### config.mk
export PLATFORM = sky130hd
export DESIGN_NAME = seg_scan_capture
export DESIGN_NICKNAME = d
export VERILOG_FILES = /design/src/rtl/seg_scan_pkg.sv /design/src/rtl/seg_scan_capture_seg7_to_hex.sv /design/src/rtl/seg_scan_capture.sv
export SDC_FILE = /design/constraint.sdc
export NUM_CORES = 1
export LEC_CHECK = 0
export ABC_AREA = 1
export CAP_MARGIN = 10
export CELL_PAD_IN_SITES_DETAIL_PLACEMENT = 2
export CELL_PAD_IN_SITES_GLOBAL_PLACEMENT = 2
export CORE_MARGIN = 2
export CORE_UTILIZATION = 33
export CTS_CLUSTER_DIAMETER = 50
export DETAILED_ROUTE_END_ITERATION = 6
export PLACE_DENSITY_LB_ADDON = 0.1
export SETUP_SLACK_MARGIN = 0.3
export SYNTH_ARGS = -nofsm -noshare
export SYNTH_HDL_FRONTEND = slang
export SYNTH_SLANG_ARGS = --single-unit
### constraint.sdc
create_clock -name clk -period 3.06 [get_ports clk]
set_input_delay 0.918 -clock clk [delete_from_list [all_inputs] [get_ports clk]]
set_output_delay 0.918 -clock clk [all_outputs]
set_load 0.02 [all_outputs]
### src/rtl/seg_scan_pkg.sv
// seg_scan_pkg: shared types and segment patterns for the display scan receiver.
// Patterns are active-low {g,f,e,d,c,b,a}; dp is handled separately.
package seg_scan_pkg;

    localparam int NUM_DIGITS = 8;

    typedef enum logic [1:0] {
        IDLE,
        SETTLE,
        CAPTURE,
        HOLD
    } state_t;

    localparam logic [6:0] SEG_0     = 7'h40;
    localparam logic [6:0] SEG_1     = 7'h79;
    localparam logic [6:0] SEG_2     = 7'h24;
    localparam logic [6:0] SEG_3     = 7'h30;
    localparam logic [6:0] SEG_4     = 7'h19;
    localparam logic [6:0] SEG_5     = 7'h12;
    localparam logic [6:0] SEG_6     = 7'h02;
    localparam logic [6:0] SEG_7     = 7'h78;
    localparam logic [6:0] SEG_8     = 7'h00;
    localparam logic [6:0] SEG_9     = 7'h10;
    localparam logic [6:0] SEG_A     = 7'h08;
    localparam logic [6:0] SEG_B     = 7'h03;
    localparam logic [6:0] SEG_C     = 7'h46;
    localparam logic [6:0] SEG_D     = 7'h21;
    localparam logic [6:0] SEG_E     = 7'h06;
    localparam logic [6:0] SEG_F     = 7'h0E;
    localparam logic [6:0] SEG_BLANK = 7'h7F;

    // Index of the (single) set bit of a digit-select mask.
    function automatic logic [2:0] digit_index(input logic [7:0] sel);
        logic [2:0] idx;
        idx = 3'd0;
        for (int i = 0; i < NUM_DIGITS; i++) begin
            if (sel[i]) idx = 3'(i);
        end
        return idx;
    endfunction

endpackage

### src/rtl/seg_scan_capture_seg7_to_hex.sv
// seg7_to_hex: combinational 7-segment pattern to hex nibble decoder.
// A fully dark digit decodes as a valid 0.
module seg7_to_hex
    import seg_scan_pkg::*;
(
    input  logic [6:0] seg,
    output logic [3:0] nibble,
    output logic       valid
);

    // Table lookup; anything not in the table is flagged invalid.
    always_comb begin
        nibble = 4'h0;
        valid  = 1'b1;
        case (seg)
            SEG_0:     nibble = 4'h0;
            SEG_1:     nibble = 4'h1;
            SEG_2:     nibble = 4'h2;
            SEG_3:     nibble = 4'h3;
            SEG_4:     nibble = 4'h4;
            SEG_5:     nibble = 4'h5;
            SEG_6:     nibble = 4'h6;
            SEG_7:     nibble = 4'h7;
            SEG_8:     nibble = 4'h8;
            SEG_9:     nibble = 4'h9;
            SEG_A:     nibble = 4'hA;
            SEG_B:     nibble = 4'hB;
            SEG_C:     nibble = 4'hC;
            SEG_D:     nibble = 4'hD;
            SEG_E:     nibble = 4'hE;
            SEG_F:     nibble = 4'hF;
            SEG_BLANK: nibble = 4'h0;
            default:   valid  = 1'b0;
        endcase
    end

endmodule

### src/rtl/seg_scan_capture.sv
// seg_scan_capture: receives the multiplexed SEG/AN scan and rebuilds the display word.
// Optional macro FRAME_CHANGE_EN adds the frame_changed output.
module seg_scan_capture
    import seg_scan_pkg::*;
#(
    parameter int STABLE_CYCLES = 4,
    parameter int FRAME_TIMEOUT = 65535
) (
    input  logic        clk,
    input  logic        clr,
    input  logic [7:0]  seg,
    input  logic [7:0]  an,
    output logic [31:0] disp_word,
    output logic [7:0]  disp_dp,
    output logic        frame_valid,
    output logic        decode_err,
    output logic [2:0]  err_digit
`ifdef FRAME_CHANGE_EN
    ,
    output logic        frame_changed
`endif
);

    localparam int TW = $clog2(FRAME_TIMEOUT + 1);

    state_t        state_q;
    state_t        state_d;
    logic [7:0]    latch_an;
    logic [7:0]    latch_seg;
    logic [7:0]    stab_cnt;
    logic [7:0]    an_act;
    logic          one_hot;
    logic          multi;
    logic          match;
    logic          settled;
    logic [2:0]    dig_idx;
    logic [3:0]    hex_nib;
    logic          hex_ok;
    logic [31:0]   shadow_word;
    logic [31:0]   word_upd;
    logic [7:0]    shadow_dp;
    logic [7:0]    dp_upd;
    logic [7:0]    seen;
    logic [7:0]    seen_upd;
    logic          cap;
    logic          cap_ok;
    logic          frame_done;
    logic          tmo_hit;
    logic [TW-1:0] tmo_cnt;

    assign an_act     = ~an;
    assign multi      = (an_act & (an_act - 8'd1)) != 8'd0;
    assign one_hot    = (an_act != 8'd0) && !multi;
    assign match      = (an == latch_an) && (seg == latch_seg);
    assign settled    = ({1'b0, stab_cnt} + 9'd1) >= 9'(STABLE_CYCLES);
    assign dig_idx    = digit_index(~latch_an);
    assign cap        = (state_q == CAPTURE);
    assign cap_ok     = cap && hex_ok;
    assign tmo_hit    = (tmo_cnt == TW'(FRAME_TIMEOUT));
    assign frame_done = (seen_upd == 8'hFF);

    seg7_to_hex u_dec (
        .seg    (latch_seg[6:0]),
        .nibble (hex_nib),
        .valid  (hex_ok)
    );

    // State register.
    always_ff @(posedge clk) begin
        if (clr) state_q <= IDLE;
        else     state_q <= state_d;
    end

    // Next-state logic for the scan tracker.
    always_comb begin
        state_d = state_q;
        case (state_q)
            IDLE:    if (one_hot) state_d = SETTLE;
            SETTLE: begin
                if (!match)       state_d = IDLE;
                else if (settled) state_d = CAPTURE;
            end
            CAPTURE: state_d = HOLD;
            HOLD:    if (an != latch_an) state_d = IDLE;
            default: state_d = IDLE;
        endcase
    end

    // Latch the digit being settled and count how long it has held.
    always_ff @(posedge clk) begin
        if (clr) begin
            latch_an  <= 8'hFF;
            latch_seg <= 8'hFF;
            stab_cnt  <= 8'd0;
        end else if (state_q == IDLE && one_hot) begin
            latch_an  <= an;
            latch_seg <= seg;
            stab_cnt  <= 8'd1;
        end else if (state_q == SETTLE && match) begin
            stab_cnt  <= stab_cnt + 8'd1;
        end
    end

    // Shadow contents after merging this cycle's capture.
    always_comb begin
        word_upd = shadow_word;
        dp_upd   = shadow_dp;
        seen_upd = seen;
        if (cap_ok) begin
            word_upd[{dig_idx, 2'b00} +: 4] = hex_nib;
            dp_upd[dig_idx]                 = ~latch_seg[7];
            seen_upd[dig_idx]               = 1'b1;
        end
    end

    // Shadow slots, frame publication and sticky error reporting.
    always_ff @(posedge clk) begin
        if (clr) begin
            shadow_word <= 32'd0;
            shadow_dp   <= 8'd0;
            seen        <= 8'd0;
            disp_word   <= 32'd0;
            disp_dp     <= 8'd0;
            frame_valid <= 1'b0;
            decode_err  <= 1'b0;
            err_digit   <= 3'd0;
        end else begin
            frame_valid <= 1'b0;
            shadow_word <= word_upd;
            shadow_dp   <= dp_upd;
            if (frame_done) begin
                disp_word   <= word_upd;
                disp_dp     <= dp_upd;
                frame_valid <= 1'b1;
                seen        <= 8'd0;
            end else if (!cap && tmo_hit) begin
                seen <= 8'd0;
            end else begin
                seen <= seen_upd;
            end
            if (cap && !hex_ok) begin
                decode_err <= 1'b1;
                err_digit  <= dig_idx;
            end
            if (state_q == IDLE && multi) decode_err <= 1'b1;
        end
    end

    // Saturating idle counter; any capture restarts it.
    always_ff @(posedge clk) begin
        if (clr)          tmo_cnt <= '0;
        else if (cap)     tmo_cnt <= '0;
        else if (!tmo_hit) tmo_cnt <= tmo_cnt + TW'(1);
    end

`ifdef FRAME_CHANGE_EN
    logic prev_ok;

    // Flag frames whose published value differs from the one on display.
    always_ff @(posedge clk) begin
        if (clr) begin
            frame_changed <= 1'b0;
            prev_ok       <= 1'b0;
        end else begin
            frame_changed <= 1'b0;
            if (frame_done) begin
                frame_changed <= !prev_ok ||
                                 ({dp_upd, word_upd} != {disp_dp, disp_word});
                prev_ok       <= 1'b1;
            end
        end
    end
`endif

endmodule

==> results of run 1 <==
[through the flow]
stage          instances  utilization (%)  hold slack, ps  setup WS, ps
2_1_floorplan        938                -             449           729
3_5_place_dp        1255             38.0             457          77.6
3_3_place_gp        1255             38.0             453           166
4_1_cts             1289             41.0             468           254
6_report            1294             41.5             467           532
5_1_grt             1294             41.5             490           307
[power by group through the flow]
stage / Sequential (mW) / Combinational, mW / Clock, mW
after floorplan: 1.83 / 0.169 / 0
after global placement: 1.83 / 0.263 / 0
after detailed placement: 1.83 / 0.267 / 0
after CTS: 1.79 / 0.269 / 2.15
after global routing: 1.79 / 0.302 / 2.23
final: 1.79 / 0.267 / 2.08
[path summary, 6_finish.rpt]
check,to,depth (start not counted)
worst max-delay path,disp_word[17],13
worst min-delay path,disp_word[10],2
worst max register to register,disp_word[17],13
worst min register to register,disp_word[10],2
[layout make-up]
type	count	area, µm²	area share (%)
clock inverter	15	165	1.97
sequential	135	2720	32.4
multi-input combinational	613	3310	39.4
clock buffer	17	425	5.07
inverter	153	576	6.86
tap	270	338	4.03
timing repair buffer	91	862	10.3
[metal layers]
metal,vias to the layer above,wire [µm],track usage [%]
li1,3159,-,-
met1,3069,9490,24.6
met2,52,10300,34.8
met3,13,345,3.40
met4,0,214,5.29
met5,-,0,0
[placed cells by master, fill, tap and decap left out, types with 21 or more instances in the layout]
cell	n
sky130_fd_sc_hd__nand2_1	197
sky130_fd_sc_hd__inv_1	144
sky130_fd_sc_hd__dfxtp_1	126
sky130_fd_sc_hd__nor2_1	88
sky130_fd_sc_hd__clkdlybuf4s50_1	61
sky130_fd_sc_hd__nand3_1	54
sky130_fd_sc_hd__nand4_1	51
sky130_fd_sc_hd__o21ai_0	43
sky130_fd_sc_hd__a21oi_1	35
sky130_fd_sc_hd__buf_4	26
sky130_fd_sc_hd__nand3_2	21
[synth_stat cells]
cell,number
sky130_fd_sc_hd__nand2_1,198
sky130_fd_sc_hd__inv_1,144
sky130_fd_sc_hd__dfxtp_1,135
sky130_fd_sc_hd__nor2_1,91
sky130_fd_sc_hd__nand3_1,54
sky130_fd_sc_hd__nand4_1,51
sky130_fd_sc_hd__o21ai_0,48
sky130_fd_sc_hd__a21oi_1,35
sky130_fd_sc_hd__nand3_2,21
sky130_fd_sc_hd__xor2_1,18
sky130_fd_sc_hd__clkbuf_1,16
sky130_fd_sc_hd__buf_2,14
sky130_fd_sc_hd__nor2_2,14
sky130_fd_sc_hd__nor3_1,14
sky130_fd_sc_hd__o211ai_1,13
sky130_fd_sc_hd__inv_2,7
sky130_fd_sc_hd__ha_1,6
sky130_fd_sc_hd__xnor2_1,6
sky130_fd_sc_hd__nand2_4,5
sky130_fd_sc_hd__nand3b_1,5
sky130_fd_sc_hd__or2_2,5
sky130_fd_sc_hd__nand3_4,4
sky130_fd_sc_hd__nor3_2,4
sky130_fd_sc_hd__o22ai_1,4
sky130_fd_sc_hd__buf_12,3
sky130_fd_sc_hd__a211oi_1,2
sky130_fd_sc_hd__buf_4,2
sky130_fd_sc_hd__buf_8,2
sky130_fd_sc_hd__clkinv_1,2
sky130_fd_sc_hd__nor2_8,2
sky130_fd_sc_hd__nor3b_1,2
sky130_fd_sc_hd__nor4_1,2
sky130_fd_sc_hd__a21boi_0,1
sky130_fd_sc_hd__a31oi_1,1
sky130_fd_sc_hd__and3b_1,1
sky130_fd_sc_hd__nand2_2,1
sky130_fd_sc_hd__nand2_8,1
sky130_fd_sc_hd__nand3b_2,1
sky130_fd_sc_hd__nor2_4,1
sky130_fd_sc_hd__nor4_2,1
sky130_fd_sc_hd__o21ai_1,1
[worst min-delay path: stages (launching register included)]
cell	delay [ps]
sky130_fd_sc_hd__dfxtp_1	320
sky130_fd_sc_hd__nand3_2	70
sky130_fd_sc_hd__nand2_1	40
[cells by family after synthesis]
kind of cell             Yosys count
XOR/XNOR                          24
flip-flops                       135
AND/OR/NAND/NOR                  478
adder cells (fa/ha/maj)            6
buffers and inverters            190
AO/OA/AOI/OAI                    105
[repair_timing]
action	in CTS	in global routing
pin swaps	1	7
endpoints found under the setup margin	47	66
buffers inserted	2	5
resized for setup	5	21
==> results_tabular.tex, run 1 <==
\begin{tabular}{lr}
\hline
Metric & Value \\
\hline
\multicolumn{2}{l}{\textbf{Synthesis}} \\
\quad Top cell type's share of synthesized area & 39.8\% \\
\quad Synthesized-area fraction occupied by adder cells & 1.11\% \\
\quad Syn Area/Cell & 7.23 µm² \\
\quad Syn. warnings & 0 \\
\quad Post-synthesis mux area share & 0\% \\
\quad Combinational family with the most area after synthesis & simple AND/OR/NAND/NOR gates \\
\quad Syn nets & 962 \\
\quad Cell count after synthesis & 938 \\
\quad Post-synthesis share of cell area spent on xor and xnor gates & 3.10\% \\
\quad Simple-Gate Fraction of Synth Area & 35.6\% \\
\quad Seq cells post-synth & 135 \\
\quad Unique cell type count in the Yosys netlist & 41 \\
\quad Cell type with the largest total area after synthesis & sky130\_fd\_sc\_hd\_\_dfxtp\_1 \\
\quad Top cells by area, synth & sky130\_fd\_sc\_hd\_\_dfxtp\_1 (40\%), sky130\_fd\_sc\_hd\_\_nand2\_1 (11\%), sky130\_fd\_sc\_hd\_\_inv\_1 (8.0\%) \\
\quad Synthesized area & 6780 µm² \\
\quad Synth Area in Compound Gates & 8.43\% \\
\quad Sequential area share after synthesis & 39.8\% \\
\multicolumn{2}{l}{\textbf{Clock network}} \\
\quad H-tree Lvls & 4 \\
\quad Skew-Pair Late Insertion Delay & 430 ps \\
\quad TritonCTS clock tree & built \\
\quad Root Buffer & sky130\_fd\_sc\_hd\_\_clkbuf\_16 \\
\quad Buffers from clock root to sink, at most & 2 \\
\quad Clock-pin slew reported for the worst setup and hold paths after clock tree synthesis & 60 ps \\
\quad TritonCTS Buffers & 17 \\
\quad CTS sink count & 135 \\
\quad Number of buffers added to fix hold violations after cts & 0 \\
\multicolumn{2}{l}{\textbf{Critical path}} \\
\quad Critical Path Most Common Cell & sky130\_fd\_sc\_hd\_\_nand2\_1 \\
\quad Count of buffer and inverter cells on the critical path & 2 \\
\quad Launch instance of the worst register-to-register path & latch\_an[6] \\
\quad Critical path cell sequence & nand2\_1 -> nor2\_2 -> nand2\_1 -> clkinv\_1 -> nand2\_1 -> nand3b\_1 -> nand2\_1 -> nand2\_4 -> nor2\_8 -> nand2\_8 -> buf\_12 -> nand3\_1 -> nand2\_1 \\
\quad CP delay by family, top & simple AND/OR/NAND/NOR gates \\
\quad Start point of the critical path & latch\_an[6] \\
\quad CP peak stage delay & 460 ps \\
\quad CP Max Fanout & 21 \\
\quad Critical path type & reg -> reg \\
\quad Worst Setup End Kind & flip-flop \\
\quad Arrival @ worst endpoint & 2830 ps \\
\quad CP max-delay cell & sky130\_fd\_sc\_hd\_\_dfxtp\_1 \\
\quad Minimum setup slack among reg-to-reg paths & 530 ps \\
\quad Launching element type of the critical path & flip-flop \\
\quad Critical Path RT & 3360 ps \\
\multicolumn{2}{l}{\textbf{Power}} \\
\quad Power dissipated by switching net loads & 1.06 mW \\
\quad Static leakage power & 3.71 nW \\
\quad Final total power & 4.14 mW \\
\quad PwrDens & 493 nW/µm² \\
\quad Cell internal pwr & 3.08 mW \\
\quad Sequential cell fraction of total power & 43.3\% \\
\quad Clk pwr share & 50.3\% \\
\quad Comb pwr share & 6.5\% \\
\quad Fraction of power spent switching nets & 25.6\% \\
\quad Largest vdd supply drop & 319 µV \\
\multicolumn{2}{l}{\textbf{Cells and area}} \\
\quad Area overhead of the layout relative to synthesis & 23.7\% \\
\quad Fillers & 2,409 \\
\quad Share of final-layout standard cells stronger than drive strength 1 & 14.0\% \\
\quad Net count reported at finish & 1,035 \\
\quad Post-route standard cell area excluding fillers & 8390 µm² \\
\quad Registers with the highest flip-flop counts & disp\_word: 32 flops, shadow\_word: 32 flops, tmo\_cnt: 16 flops \\
\quad Inserted Diodes & 0 \\
\multicolumn{2}{l}{\textbf{STA}} \\
\quad Final slew viol count & 0 \\
\quad Portion of the clock cycle consumed by the worst path in the final layout & 82.6\% \\
\quad Actual slew at the worst max-slew pin & 540 ps \\
\quad Sum Neg Setup Slack & 0 ps \\
\quad Fmax & 0.396 GHz \\
\quad Post-layout minimum cycle time & 2530 ps \\
\quad Hold violation total from the final report & 0 \\
\quad Slew HR & 64.0\% \\
\quad Setup violators final & 0 \\
\quad Fin Clk Skew & 10.8 ps \\
\quad RSZ-0062 raised after global routing & false \\
\multicolumn{2}{l}{\textbf{Min path}} \\
\quad HP Class & reg -> reg \\
\quad Hold Path Origin & disp\_word[10] \\
\multicolumn{2}{l}{\textbf{Floorplanning}} \\
\quad Width of the chip & 147 µm \\
\quad Number of rows in the core area & 52 \\
\quad Core area & 20,200 µm² \\
\quad Total Die Area & 21,700 µm² \\
\quad \# IOs & 63 \\
\quad Initial cell density of the core & 33.5\% \\
\quad Die Height & 147 µm \\
\multicolumn{2}{l}{\textbf{Placement}} \\
\quad Dpl hpwl & 14,500 µm \\
\quad Area after DPL & 7690 µm² \\
\quad Global placement routability congestion & 0.786 \\
\quad I/O Buffers & 62 \\
\multicolumn{2}{l}{\textbf{Detailed routing}} \\
\quad 1st-iter DRT viols & 213 \\
\quad Via count & 6,293 \\
\quad Number of remaining DRC errors & 0 \\
\quad Total Wirelength & 20,300 µm \\
\quad Via-to-Cell Ratio & 4.86 \\
\quad Pre-antenna DRT Iters & 4 \\
\quad Wirelength per Cell & 15.7 µm \\
\quad Number of routed nets with antenna violations & 0 \\
\multicolumn{2}{l}{\textbf{Global routing}} \\
\quad First-pass GRT wire length & 34,100 µm \\
\quad Maximum number of pins on one net before global-route repair & 71 \\
\quad Vias in the first global route & 6,650 \\
\quad Aggregate global-route resource usage & 19.6\% \\
\quad Number of antenna violations at the first check in global routing & 0 \\
\quad Aggregate global routing overflow & 0 \\
\multicolumn{2}{l}{\textbf{Outcome}} \\
\quad Run status & complete, no violations \\
\multicolumn{2}{l}{\textbf{Flow run}} \\
\quad Max capacitance violation total & 0 \\
\hline
\end{tabular}
(Power assumes the default switching activity.)
==> run 2: changes to the inputs <==
--- a/config.mk
+++ b/config.mk
@@ -10,7 +10,7 @@
 export CELL_PAD_IN_SITES_DETAIL_PLACEMENT = 2
 export CELL_PAD_IN_SITES_GLOBAL_PLACEMENT = 2
 export CORE_MARGIN = 2
-export CORE_UTILIZATION = 33
+export CORE_UTILIZATION = 30
 export CTS_CLUSTER_DIAMETER = 50
 export DETAILED_ROUTE_END_ITERATION = 6
 export PLACE_DENSITY_LB_ADDON = 0.1
==> constraint.sdc (replaced) <==
create_clock -name clk -period 2.2 [get_ports clk]
set_input_delay 0.66 -clock clk [delete_from_list [all_inputs] [get_ports clk]]
set_output_delay 0.66 -clock clk [all_outputs]
set_load 0.02 [all_outputs]
==> run 2 against run 1 <==
The run now ends with setup timing left. Critical path depth rose by 1. Combinational power rose to 2.6 times the previous value. Die area rose by 9.7%. Power rose by 57%. Maximum frequency rose by 3.5%. Final cell count rose by 12%. Global-route usage rose by 3.3 points. Clock-buffer cell count rose by 1. First-iteration DRC count rose by 33%. Critical endpoint is now disp_word[24].
==> results_tabular.tex, run 2 (same netlist as run 1, synthesis figures left out) <==
\begin{tabular}{lr}
\hline
Metric & Value \\
\hline
\multicolumn{2}{l}{\textbf{Global routing}} \\
\quad Maximum number of pins on one net before global-route repair & 39 (was 71) \\
\quad Aggregate global routing overflow & 0 (unchanged) \\
\quad Aggregate global-route resource usage & 22.9\% (was 19.6\%) \\
\quad Vias in the first global route & 7,917 (was 6,650) \\
\quad Number of antenna violations at the first check in global routing & 0 (unchanged) \\
\quad First-pass GRT wire length & 43,300 µm (was 34,100 µm) \\
\multicolumn{2}{l}{\textbf{Cells and area}} \\
\quad Final standard cell count with taps included and fillers excluded & 1,455 (was 1,294) \\
\quad Commonest non-fill, non-tap cells in the layout & sky130\_fd\_sc\_hd\_\_nand2\_1 (122), sky130\_fd\_sc\_hd\_\_buf\_4 (121), sky130\_fd\_sc\_hd\_\_dfxtp\_1 (115) (was sky130\_fd\_sc\_hd\_\_nand2\_1 (197), sky130\_fd\_sc\_hd\_\_inv\_1 (144), sky130\_fd\_sc\_hd\_\_dfxtp\_1 (126)) \\
\quad Commonest non-fill, non-tap cell in the layout & sky130\_fd\_sc\_hd\_\_nand2\_1 (unchanged) \\
\quad Post-route standard cell area excluding fillers & 11,200 µm² (was 8390 µm²) \\
\quad Final Core Density & 49.8\% (was 41.5\%) \\
\quad Inserted Diodes & 0 (unchanged) \\
\quad Net count reported at finish & 1,181 (was 1,035) \\
\quad Area overhead of the layout relative to synthesis & 64.7\% (was 23.7\%) \\
\quad Share of final-layout standard cells stronger than drive strength 1 & 48.1\% (was 14.0\%) \\
\quad Fillers & 2,428 (was 2,409) \\
\quad Registers with the highest flip-flop counts & disp\_word: 32 flops, shadow\_word: 32 flops, tmo\_cnt: 16 flops (unchanged) \\
\multicolumn{2}{l}{\textbf{Placement}} \\
\quad Area after DPL & 8680 µm² (was 7690 µm²) \\
\quad Dpl hpwl & 15,900 µm (was 14,500 µm) \\
\quad Global placement routability congestion & 0.777 (was 0.786) \\
\quad I/O Buffers & 62 (unchanged) \\
\quad Minimum setup slack after placement & -411 ps (was 77.6 ps) \\
\quad Total instance count after detailed placement & 1,367 (was 1,255) \\
\multicolumn{2}{l}{\textbf{Floorplanning}} \\
\quad Core area & 22,400 µm² (was 20,200 µm²) \\
\quad \# IOs & 63 (unchanged) \\
\quad Initial cell density of the core & 30.2\% (was 33.5\%) \\
\quad Total Die Area & 23,800 µm² (was 21,700 µm²) \\
\quad Width of the chip & 154 µm (was 147 µm) \\
\quad Die Height & 154 µm (was 147 µm) \\
\quad Number of rows in the core area & 55 (was 52) \\
\multicolumn{2}{l}{\textbf{Clock network}} \\
\quad Buffers from clock root to sink, at most & 2 (unchanged) \\
\quad Clock-pin slew reported for the worst setup and hold paths after clock tree synthesis & 70 ps (was 60 ps) \\
\quad Skew-Pair Late Insertion Delay & 440 ps (was 430 ps) \\
\quad Root Buffer & sky130\_fd\_sc\_hd\_\_clkbuf\_16 (unchanged) \\
\quad TritonCTS clock tree & built (unchanged) \\
\quad CTS sink count & 135 (unchanged) \\
\quad TritonCTS Buffers & 17 (unchanged) \\
\quad H-tree Lvls & 4 (unchanged) \\
\multicolumn{2}{l}{\textbf{STA}} \\
\quad Sum Neg Setup Slack & -9540 ps (was 0 ps) \\
\quad Fmax & 0.409 GHz (was 0.396 GHz) \\
\quad Setup WS post-layout & -242 ps (was 532 ps) \\
\quad Final slew viol count & 0 (unchanged) \\
\quad Post-layout minimum cycle time & 2440 ps (was 2530 ps) \\
\quad RSZ-0062 raised after global routing & true (was false) \\
\quad Hold violation total from the final report & 0 (unchanged) \\
\quad Slew HR & 61.3\% (was 64.0\%) \\
\quad Setup violators final & 72 (was 0) \\
\quad Actual slew at the worst max-slew pin & 581 ps (was 540 ps) \\
\quad Portion of the clock cycle consumed by the worst path in the final layout & 111\% (was 82.6\%) \\
\quad Fin Clk Skew & 16.3 ps (was 10.8 ps) \\
\quad WHS & 446 ps (was 467 ps) \\
\multicolumn{2}{l}{\textbf{Detailed routing}} \\
\quad Number of remaining DRC errors & 0 (unchanged) \\
\quad Via-to-Cell Ratio & 5.10 (was 4.86) \\
\quad Pre-antenna DRT Iters & 4 (unchanged) \\
\quad 1st-iter DRT viols & 283 (was 213) \\
\quad Number of routed nets with antenna violations & 0 (unchanged) \\
\quad Wirelength per Cell & 23.3 µm (was 15.7 µm) \\
\quad Via count & 7,426 (was 6,293) \\
\quad Total Wirelength & 33,900 µm (was 20,300 µm) \\
\multicolumn{2}{l}{\textbf{Outcome}} \\
\quad Violated checks & setup timing \\
\quad Run status & finished, violations left (was complete, no violations) \\
\multicolumn{2}{l}{\textbf{Critical path}} \\
\quad Critical path type & reg -> reg (unchanged) \\
\quad Arrival @ worst endpoint & 2770 ps (was 2830 ps) \\
\quad CP Max Fanout & 21 (unchanged) \\
\quad Critical Path RT & 2520 ps (was 3360 ps) \\
\quad Launching element type of the critical path & flip-flop (unchanged) \\
\quad Worst Setup End Kind & flip-flop (unchanged) \\
\multicolumn{2}{l}{\textbf{Power}} \\
\quad PwrDens & 581 nW/µm² (was 493 nW/µm²) \\
\quad Static leakage power & 5.32 nW (was 3.71 nW) \\
\quad Largest vdd supply drop & 479 µV (was 319 µV) \\
\quad Final total power & 6.49 mW (was 4.14 mW) \\
\multicolumn{2}{l}{\textbf{Min path}} \\
\quad HP Class & reg -> reg (unchanged) \\
\multicolumn{2}{l}{\textbf{Flow run}} \\
\quad Max capacitance violation total & 0 (unchanged) \\
\hline
\end{tabular}
-- run 2: changes by cell type in the layout (fill, tap and decap cells not counted), moves of 39 or more --
cell                              previous run  this run
sky130_fd_sc_hd__buf_4                      26       121
sky130_fd_sc_hd__nand2_1                   197       122
sky130_fd_sc_hd__clkdlybuf4s50_1            61         1
sky130_fd_sc_hd__dlygate4sd2_1               0        52
sky130_fd_sc_hd__nand2_2                     2        45
sky130_fd_sc_hd__buf_6                       1        40
sky130_fd_sc_hd__nand3_1                    54        15
-- run 2: where the power goes --
| part | leakage (nW) | internal, mW | total [mW] | switching [mW] |
|---|---|---|---|---|
| Combinational | 3.91 | 0.258 | 0.696 | 0.439 |
| Sequential | 1.09 | 2.46 | 2.49 | 0.0336 |
| Clock | 0.315 | 2.03 | 3.30 | 1.28 |
| Total | 5.32 | 4.74 | 6.49 | 1.75 |
-- run 2: timing repair --
item / 4_1_cts / 5_1_grt
endpoints found under the setup margin: 172 / 129
cloned: 1 / 0
gates resized for setup: 280 / 207
pin swaps: 74 / 79
hold buffers: 0 / 0
buffers inserted: 32 / 23
hold endpoints to repair: 0 / 0
-- run 2: final cells by class --
type / count / area (µm²) / area share (%)
multi-input cells: 614 / 4650 / 41.6
flip-flops and latches: 135 / 2750 / 24.6
repair buffers: 236 / 2150 / 19.3
inverters: 153 / 607 / 5.43
clock buffers: 18 / 429 / 3.84
well taps: 285 / 357 / 3.19
clock inverters: 14 / 220 / 1.97
-- run 2: per-layer routing --
layer	routed length (µm)	share of wire (%)	vias up	GRT usage [%]
met3	785	2.3	72	3.64
met5	0	0	-	0
met4	1030	3.0	0	5.47
li1	-	-	3451	-
met1	14100	42	3769	27.6
met2	18000	53	134	42.5
-- run 2: final timing paths --
check / to / from / slack (ps) / depth (start not counted)
worst min register to register: disp_word[19] / disp_word[19] / 450 / 2
worst min-delay path: disp_word[19] / disp_word[19] / 450 / 2
worst max register to register: disp_word[24] / latch_seg[5] / -240 / 14
worst max-delay path: disp_word[24] / latch_seg[5] / -240 / 14
-- run 2: critical path, cell delays in order (launching register included) --
cell and delay (ps):
sky130_fd_sc_hd__dfxtp_4 380, sky130_fd_sc_hd__buf_12 140, sky130_fd_sc_hd__nor3_4 300, sky130_fd_sc_hd__nand2_2 130, sky130_fd_sc_hd__nand3_2 130, sky130_fd_sc_hd__nor2_4 80, sky130_fd_sc_hd__nand3_4 120, sky130_fd_sc_hd__nand3_2 140
sky130_fd_sc_hd__nand2_2 120, sky130_fd_sc_hd__nand2_2 100, sky130_fd_sc_hd__nor2_8 200, sky130_fd_sc_hd__nand2_8 100, sky130_fd_sc_hd__buf_12 180, sky130_fd_sc_hd__nand3_1 110, sky130_fd_sc_hd__nand2_1 90
==> run 3: changes to the inputs <==
--- a/config.mk
+++ b/config.mk
@@ -10,11 +10,13 @@
 export CELL_PAD_IN_SITES_DETAIL_PLACEMENT = 2
 export CELL_PAD_IN_SITES_GLOBAL_PLACEMENT = 2
 export CORE_MARGIN = 2
-export CORE_UTILIZATION = 30
+export CORE_UTILIZATION = 29
 export CTS_CLUSTER_DIAMETER = 50
 export DETAILED_ROUTE_END_ITERATION = 6
-export PLACE_DENSITY_LB_ADDON = 0.1
+export MAX_ROUTING_LAYER = met4
+export PLACE_DENSITY = 0.82
 export SETUP_SLACK_MARGIN = 0.3
 export SYNTH_ARGS = -nofsm -noshare
 export SYNTH_HDL_FRONTEND = slang
+export SYNTH_HIERARCHICAL = 1
 export SYNTH_SLANG_ARGS = --single-unit
==> run 3 against run 2 <==
The flow still finishes with violations (setup timing). Register-to-register slack got worse by 730 ps. Via count increased by 16%. Utilization decreased by 1.3 points.
==> results_tabular.tex, run 3 <==
\begin{tabular}{lr}
\hline
Metric & Value \\
\hline
\multicolumn{2}{l}{\textbf{Outcome}} \\
\quad Run status & finished, violations left (unchanged) \\
\quad Violated checks & setup timing (unchanged) \\
\multicolumn{2}{l}{\textbf{STA}} \\
\quad Setup WS post-layout & -971 ps (was -242 ps) \\
\quad Actual slew at the worst max-slew pin & 499 ps (was 581 ps) \\
\quad Setup violators final & 92 (was 72) \\
\quad Fin Clk Skew & 15.6 ps (was 16.3 ps) \\
\quad Portion of the clock cycle consumed by the worst path in the final layout & 144\% (was 111\%) \\
\quad Fmax & 0.315 GHz (was 0.409 GHz) \\
\quad Hold violation total from the final report & 0 (unchanged) \\
\quad RSZ-0062 raised after global routing & true (unchanged) \\
\quad Slew HR & 66.7\% (was 61.3\%) \\
\quad Final slew viol count & 0 (unchanged) \\
\quad WHS & 466 ps (was 446 ps) \\
\quad Post-layout minimum cycle time & 3170 ps (was 2440 ps) \\
\multicolumn{2}{l}{\textbf{Synthesis}} \\
\quad Most frequent cell after synthesis & sky130\_fd\_sc\_hd\_\_nand2\_1 (unchanged) \\
\quad EDFF count, synth & 0 (unchanged) \\
\quad Dominant synthesized flop cell & sky130\_fd\_sc\_hd\_\_dfxtp\_1 (unchanged) \\
\quad Seq cells post-synth & 135 (unchanged) \\
\quad Syn Area/Cell & 7.03 µm² (was 7.23 µm²) \\
\quad Syn nets & 995 (was 962) \\
\quad Asr flop ratio synth & 0\% (unchanged) \\
\quad Unique cell type count in the Yosys netlist & 34 (was 41) \\
\quad Syn. warnings & 6 (was 0) \\
\quad Ranking of synthesized cells by instance count & sky130\_fd\_sc\_hd\_\_nand2\_1 (256), sky130\_fd\_sc\_hd\_\_dfxtp\_1 (135), sky130\_fd\_sc\_hd\_\_inv\_1 (116), sky130\_fd\_sc\_hd\_\_nand3\_1 (95), sky130\_fd\_sc\_hd\_\_nor2\_1 (83) (was sky130\_fd\_sc\_hd\_\_nand2\_1 (198), sky130\_fd\_sc\_hd\_\_inv\_1 (144), sky130\_fd\_sc\_hd\_\_dfxtp\_1 (135), sky130\_fd\_sc\_hd\_\_nor2\_1 (91), sky130\_fd\_sc\_hd\_\_nand3\_1 (54)) \\
\quad Sequential area share after synthesis & 39.7\% (was 39.8\%) \\
\quad Cell type with the largest total area after synthesis & sky130\_fd\_sc\_hd\_\_dfxtp\_1 (unchanged) \\
\quad Top cells by area, synth & sky130\_fd\_sc\_hd\_\_dfxtp\_1 (40\%), sky130\_fd\_sc\_hd\_\_nand2\_1 (14\%), sky130\_fd\_sc\_hd\_\_nand3\_1 (7.0\%) (was sky130\_fd\_sc\_hd\_\_dfxtp\_1 (40\%), sky130\_fd\_sc\_hd\_\_nand2\_1 (11\%), sky130\_fd\_sc\_hd\_\_inv\_1 (8.0\%)) \\
\quad Synthesized area & 6810 µm² (was 6780 µm²) \\
\quad Cell count after synthesis & 969 (was 938) \\
\quad Top cell type's share of synthesized area & 39.7\% (was 39.8\%) \\
\multicolumn{2}{l}{\textbf{Placement}} \\
\quad Global placement routability congestion & 0.795 (was 0.777) \\
\quad I/O Buffers & 62 (unchanged) \\
\quad Total instance count after detailed placement & 1,436 (was 1,367) \\
\quad Dpl hpwl & 18,200 µm (was 15,900 µm) \\
\multicolumn{2}{l}{\textbf{Cells and area}} \\
\quad Final Core Density & 48.5\% (was 49.8\%) \\
\quad Total area of multi-input combinational cells & 4740 µm² (was 4650 µm²) \\
\quad Share of final-layout standard cells stronger than drive strength 1 & 45.1\% (was 48.1\%) \\
\quad Commonest non-fill, non-tap cell in the layout & sky130\_fd\_sc\_hd\_\_nand2\_1 (unchanged) \\
\quad Combined flip-flop and latch cell area & 2740 µm² (was 2750 µm²) \\
\quad Net count reported at finish & 1,223 (was 1,181) \\
\quad Area overhead of the layout relative to synthesis & 65.6\% (was 64.7\%) \\
\quad Registers with the highest flip-flop counts & disp\_word: 32 flops, shadow\_word: 32 flops, tmo\_cnt: 16 flops (unchanged) \\
\quad Final standard cell count with taps included and fillers excluded & 1,531 (was 1,455) \\
\quad Fillers & 2,557 (was 2,428) \\
\quad Commonest non-fill, non-tap cells in the layout & sky130\_fd\_sc\_hd\_\_nand2\_1 (170), sky130\_fd\_sc\_hd\_\_buf\_4 (127), sky130\_fd\_sc\_hd\_\_dfxtp\_1 (118) (was sky130\_fd\_sc\_hd\_\_nand2\_1 (122), sky130\_fd\_sc\_hd\_\_buf\_4 (121), sky130\_fd\_sc\_hd\_\_dfxtp\_1 (115)) \\
\multicolumn{2}{l}{\textbf{Critical path}} \\
\quad CP delay by family, top & simple AND/OR/NAND/NOR gates (unchanged) \\
\quad Count of buffer and inverter cells on the critical path & 6 (was 2) \\
\quad CP max-delay cell & sky130\_fd\_sc\_hd\_\_dfxtp\_4 (unchanged) \\
\quad Cell depth of the worst flop-to-flop path & 21 (was 14) \\
\quad Launching element type of the critical path & flip-flop (unchanged) \\
\quad Critical path type & reg -> reg (unchanged) \\
\quad Critical Path RT & 2600 ps (was 2520 ps) \\
\quad Arrival @ worst endpoint & 3580 ps (was 2770 ps) \\
\quad CP peak stage delay & 430 ps (was 380 ps) \\
\quad Worst Setup End Kind & flip-flop (unchanged) \\
\quad Number of cells on the critical path & 21 (was 14) \\
\quad Critical path cell sequence & nand2\_1 -> inv\_1 -> nand2\_2 -> nor2\_2 -> nor2\_4 -> nand2\_2 -> nor2\_2 -> nand2\_2 -> buf\_4 -> buf\_6 -> nand2\_8 -> nor2\_4 -> nand2\_2 -> nand2\_1 -> nand3\_2 -> nor2\_4 -> buf\_12 -> buf\_12 -> clkbuf\_16 -> nand3\_1 -> nand2\_1 (was buf\_12 -> nor3\_4 -> nand2\_2 -> nand3\_2 -> nor2\_4 -> nand3\_4 -> nand3\_2 -> nand2\_2 -> nand2\_2 -> nor2\_8 -> nand2\_8 -> buf\_12 -> nand3\_1 -> nand2\_1) \\
\quad Critical Path Most Common Cell & sky130\_fd\_sc\_hd\_\_nand2\_2 (unchanged) \\
\quad CP Max Fanout & 7 (was 21) \\
\multicolumn{2}{l}{\textbf{Global routing}} \\
\quad Maximum number of pins on one net before global-route repair & 94 (was 39) \\
\quad Number of antenna violations at the first check in global routing & 2 (was 0) \\
\quad Vias in the first global route & 9,185 (was 7,917) \\
\quad Aggregate global-route resource usage & 33.3\% (was 22.9\%) \\
\quad Aggregate global routing overflow & 0 (unchanged) \\
\quad First-pass GRT wire length & 58,200 µm (was 43,300 µm) \\
\multicolumn{2}{l}{\textbf{Clock network}} \\
\quad Root Buffer & sky130\_fd\_sc\_hd\_\_clkbuf\_16 (unchanged) \\
\quad Number of buffers added to fix hold violations after cts & 0 (unchanged) \\
\quad CTS sink count & 135 (unchanged) \\
\quad TritonCTS clock tree & built (unchanged) \\
\quad Skew-Pair Late Insertion Delay & 480 ps (was 440 ps) \\
\quad TritonCTS Buffers & 17 (unchanged) \\
\quad H-tree Lvls & 4 (unchanged) \\
\quad Buffers from clock root to sink, at most & 2 (unchanged) \\
\quad Clock-pin slew reported for the worst setup and hold paths after clock tree synthesis & 70 ps (about the same) \\
\multicolumn{2}{l}{\textbf{Power}} \\
\quad Fraction of power spent switching nets & 31.6\% (was 27.0\%) \\
\quad Power dissipated by switching net loads & 1.92 mW (was 1.75 mW) \\
\quad Largest vdd supply drop & 666 µV (was 479 µV) \\
\quad Clk pwr share & 50.7\% (was 50.9\%) \\
\quad Cell internal pwr & 4.14 mW (was 4.74 mW) \\
\quad Static leakage power & 5.11 nW (was 5.32 nW) \\
\quad Sequential cell fraction of total power & 40.6\% (was 38.4\%) \\
\quad PwrDens & 537 nW/µm² (was 581 nW/µm²) \\
\quad Final total power & 6.06 mW (was 6.49 mW) \\
\quad Comb pwr share & 8.6\% (was 10.7\%) \\
\multicolumn{2}{l}{\textbf{Detailed routing}} \\
\quad 1st-iter DRT viols & 564 (was 283) \\
\quad Number of routed nets with antenna violations & 0 (unchanged) \\
\quad Wirelength per Cell & 31.9 µm (was 23.3 µm) \\
\quad Via-to-Cell Ratio & 5.61 (was 5.10) \\
\quad Pre-antenna DRT Iters & 5 (was 4) \\
\quad Total Wirelength & 48,800 µm (was 33,900 µm) \\
\quad Via count & 8,590 (was 7,426) \\
\quad Number of remaining DRC errors & 0 (unchanged) \\
\multicolumn{2}{l}{\textbf{Floorplanning}} \\
\quad Width of the chip & 157 µm (was 154 µm) \\
\quad Initial cell density of the core & 29.3\% (was 30.2\%) \\
\quad Die Height & 157 µm (was 154 µm) \\
\quad \# IOs & 63 (unchanged) \\
\quad Number of rows in the core area & 56 (was 55) \\
\quad Core area & 23,300 µm² (was 22,400 µm²) \\
\quad Total Die Area & 24,700 µm² (was 23,800 µm²) \\
\multicolumn{2}{l}{\textbf{Flow run}} \\
\quad Max capacitance violation total & 0 (unchanged) \\
\multicolumn{2}{l}{\textbf{Min path}} \\
\quad WHS Path Cells & 2 (unchanged) \\
\quad HP Class & reg -> reg (unchanged) \\
\hline
\end{tabular}
## run 3: cell count changes after synthesis, sizes merged, moves of 4 or more
cell / change
a21oi: -15
and2: +32
clkbuf: -6
inv: -28
nand2: +64
nand3: +59
nand4: -43
nor2: -8
nor3: -9
o211ai: +4
o21ai: +5
o22ai: -4
xnor2: -4
xor2: -14
## run 3: path summary, 6_finish.rpt
kind | startpoint | to | slack, ps
worst max-delay path | latch_seg[2] | disp_word[3] | -970
worst min-delay path | disp_word[27] | disp_word[27] | 470
worst max register to register | latch_seg[2] | disp_word[3] | -970
worst min register to register | disp_word[27] | disp_word[27] | 470
## run 3: layout make-up
cell class	instances	share of cell area (%)
multi-input cells	679	42.0
flip-flops and latches	135	24.3
repair buffers	239	20.7
inverters	125	4.33
clock buffers	18	3.89
well taps	319	3.54
clock inverters	14	1.15
diodes	2	0.0444
## run 3: cell families after synthesis
| group | synth area share, % |
|---|---|
| adder cells (fa/ha/maj) | 1.47 |
| buffers and inverters | 9.60 |
| XOR/XNOR | 0.771 |
| AND/OR/NAND/NOR | 40.2 |
| flip-flops | 39.7 |
| AO/OA/AOI/OAI | 8.24 |
## run 3: power groups by stage
stage	logic, mW	clock network (mW)	registers, mW
after floorplan	0.185	0	2.52
after global placement	0.346	0	2.52
after detailed placement	0.371	0	2.52
after CTS	0.420	2.89	2.46
after global routing	0.534	3.16	2.46
final	0.523	3.08	2.46
## run 3: through the flow
step | instance area, µm² | worst slack [ps] | setup TNS, ps
2_1_floorplan | 6960 | 85.4 | 0
3_3_place_gp | 8710 | -318 | -14230
3_5_place_dp | 8710 | -422 | -31270
4_1_cts | 10400 | -482 | -26300
5_1_grt | 11300 | -1020 | -72470
6_report | 11300 | -971 | -70930
## run 3: layer usage
layer	part of all wire, %	global-route usage (%)
met1	35	33.7
met2	49	58.6
met3	6.0	6.36
met4	9.6	22.0
met5	0	-
## run 3: worst reg2reg max path, delay by kind of cell (launching register included)
family	cells	cell delay [ps]
AND/OR/NAND/NOR	15	1910
buffers and inverters	6	770
flip-flops	1	430
## run 3: repair_timing
item | CTS | global route
buffers inserted | 28 | 19
resized for setup | 279 | 190
pin swaps | 54 | 77
cloned | 7 | 7
endpoints found under the setup margin | 172 | 137
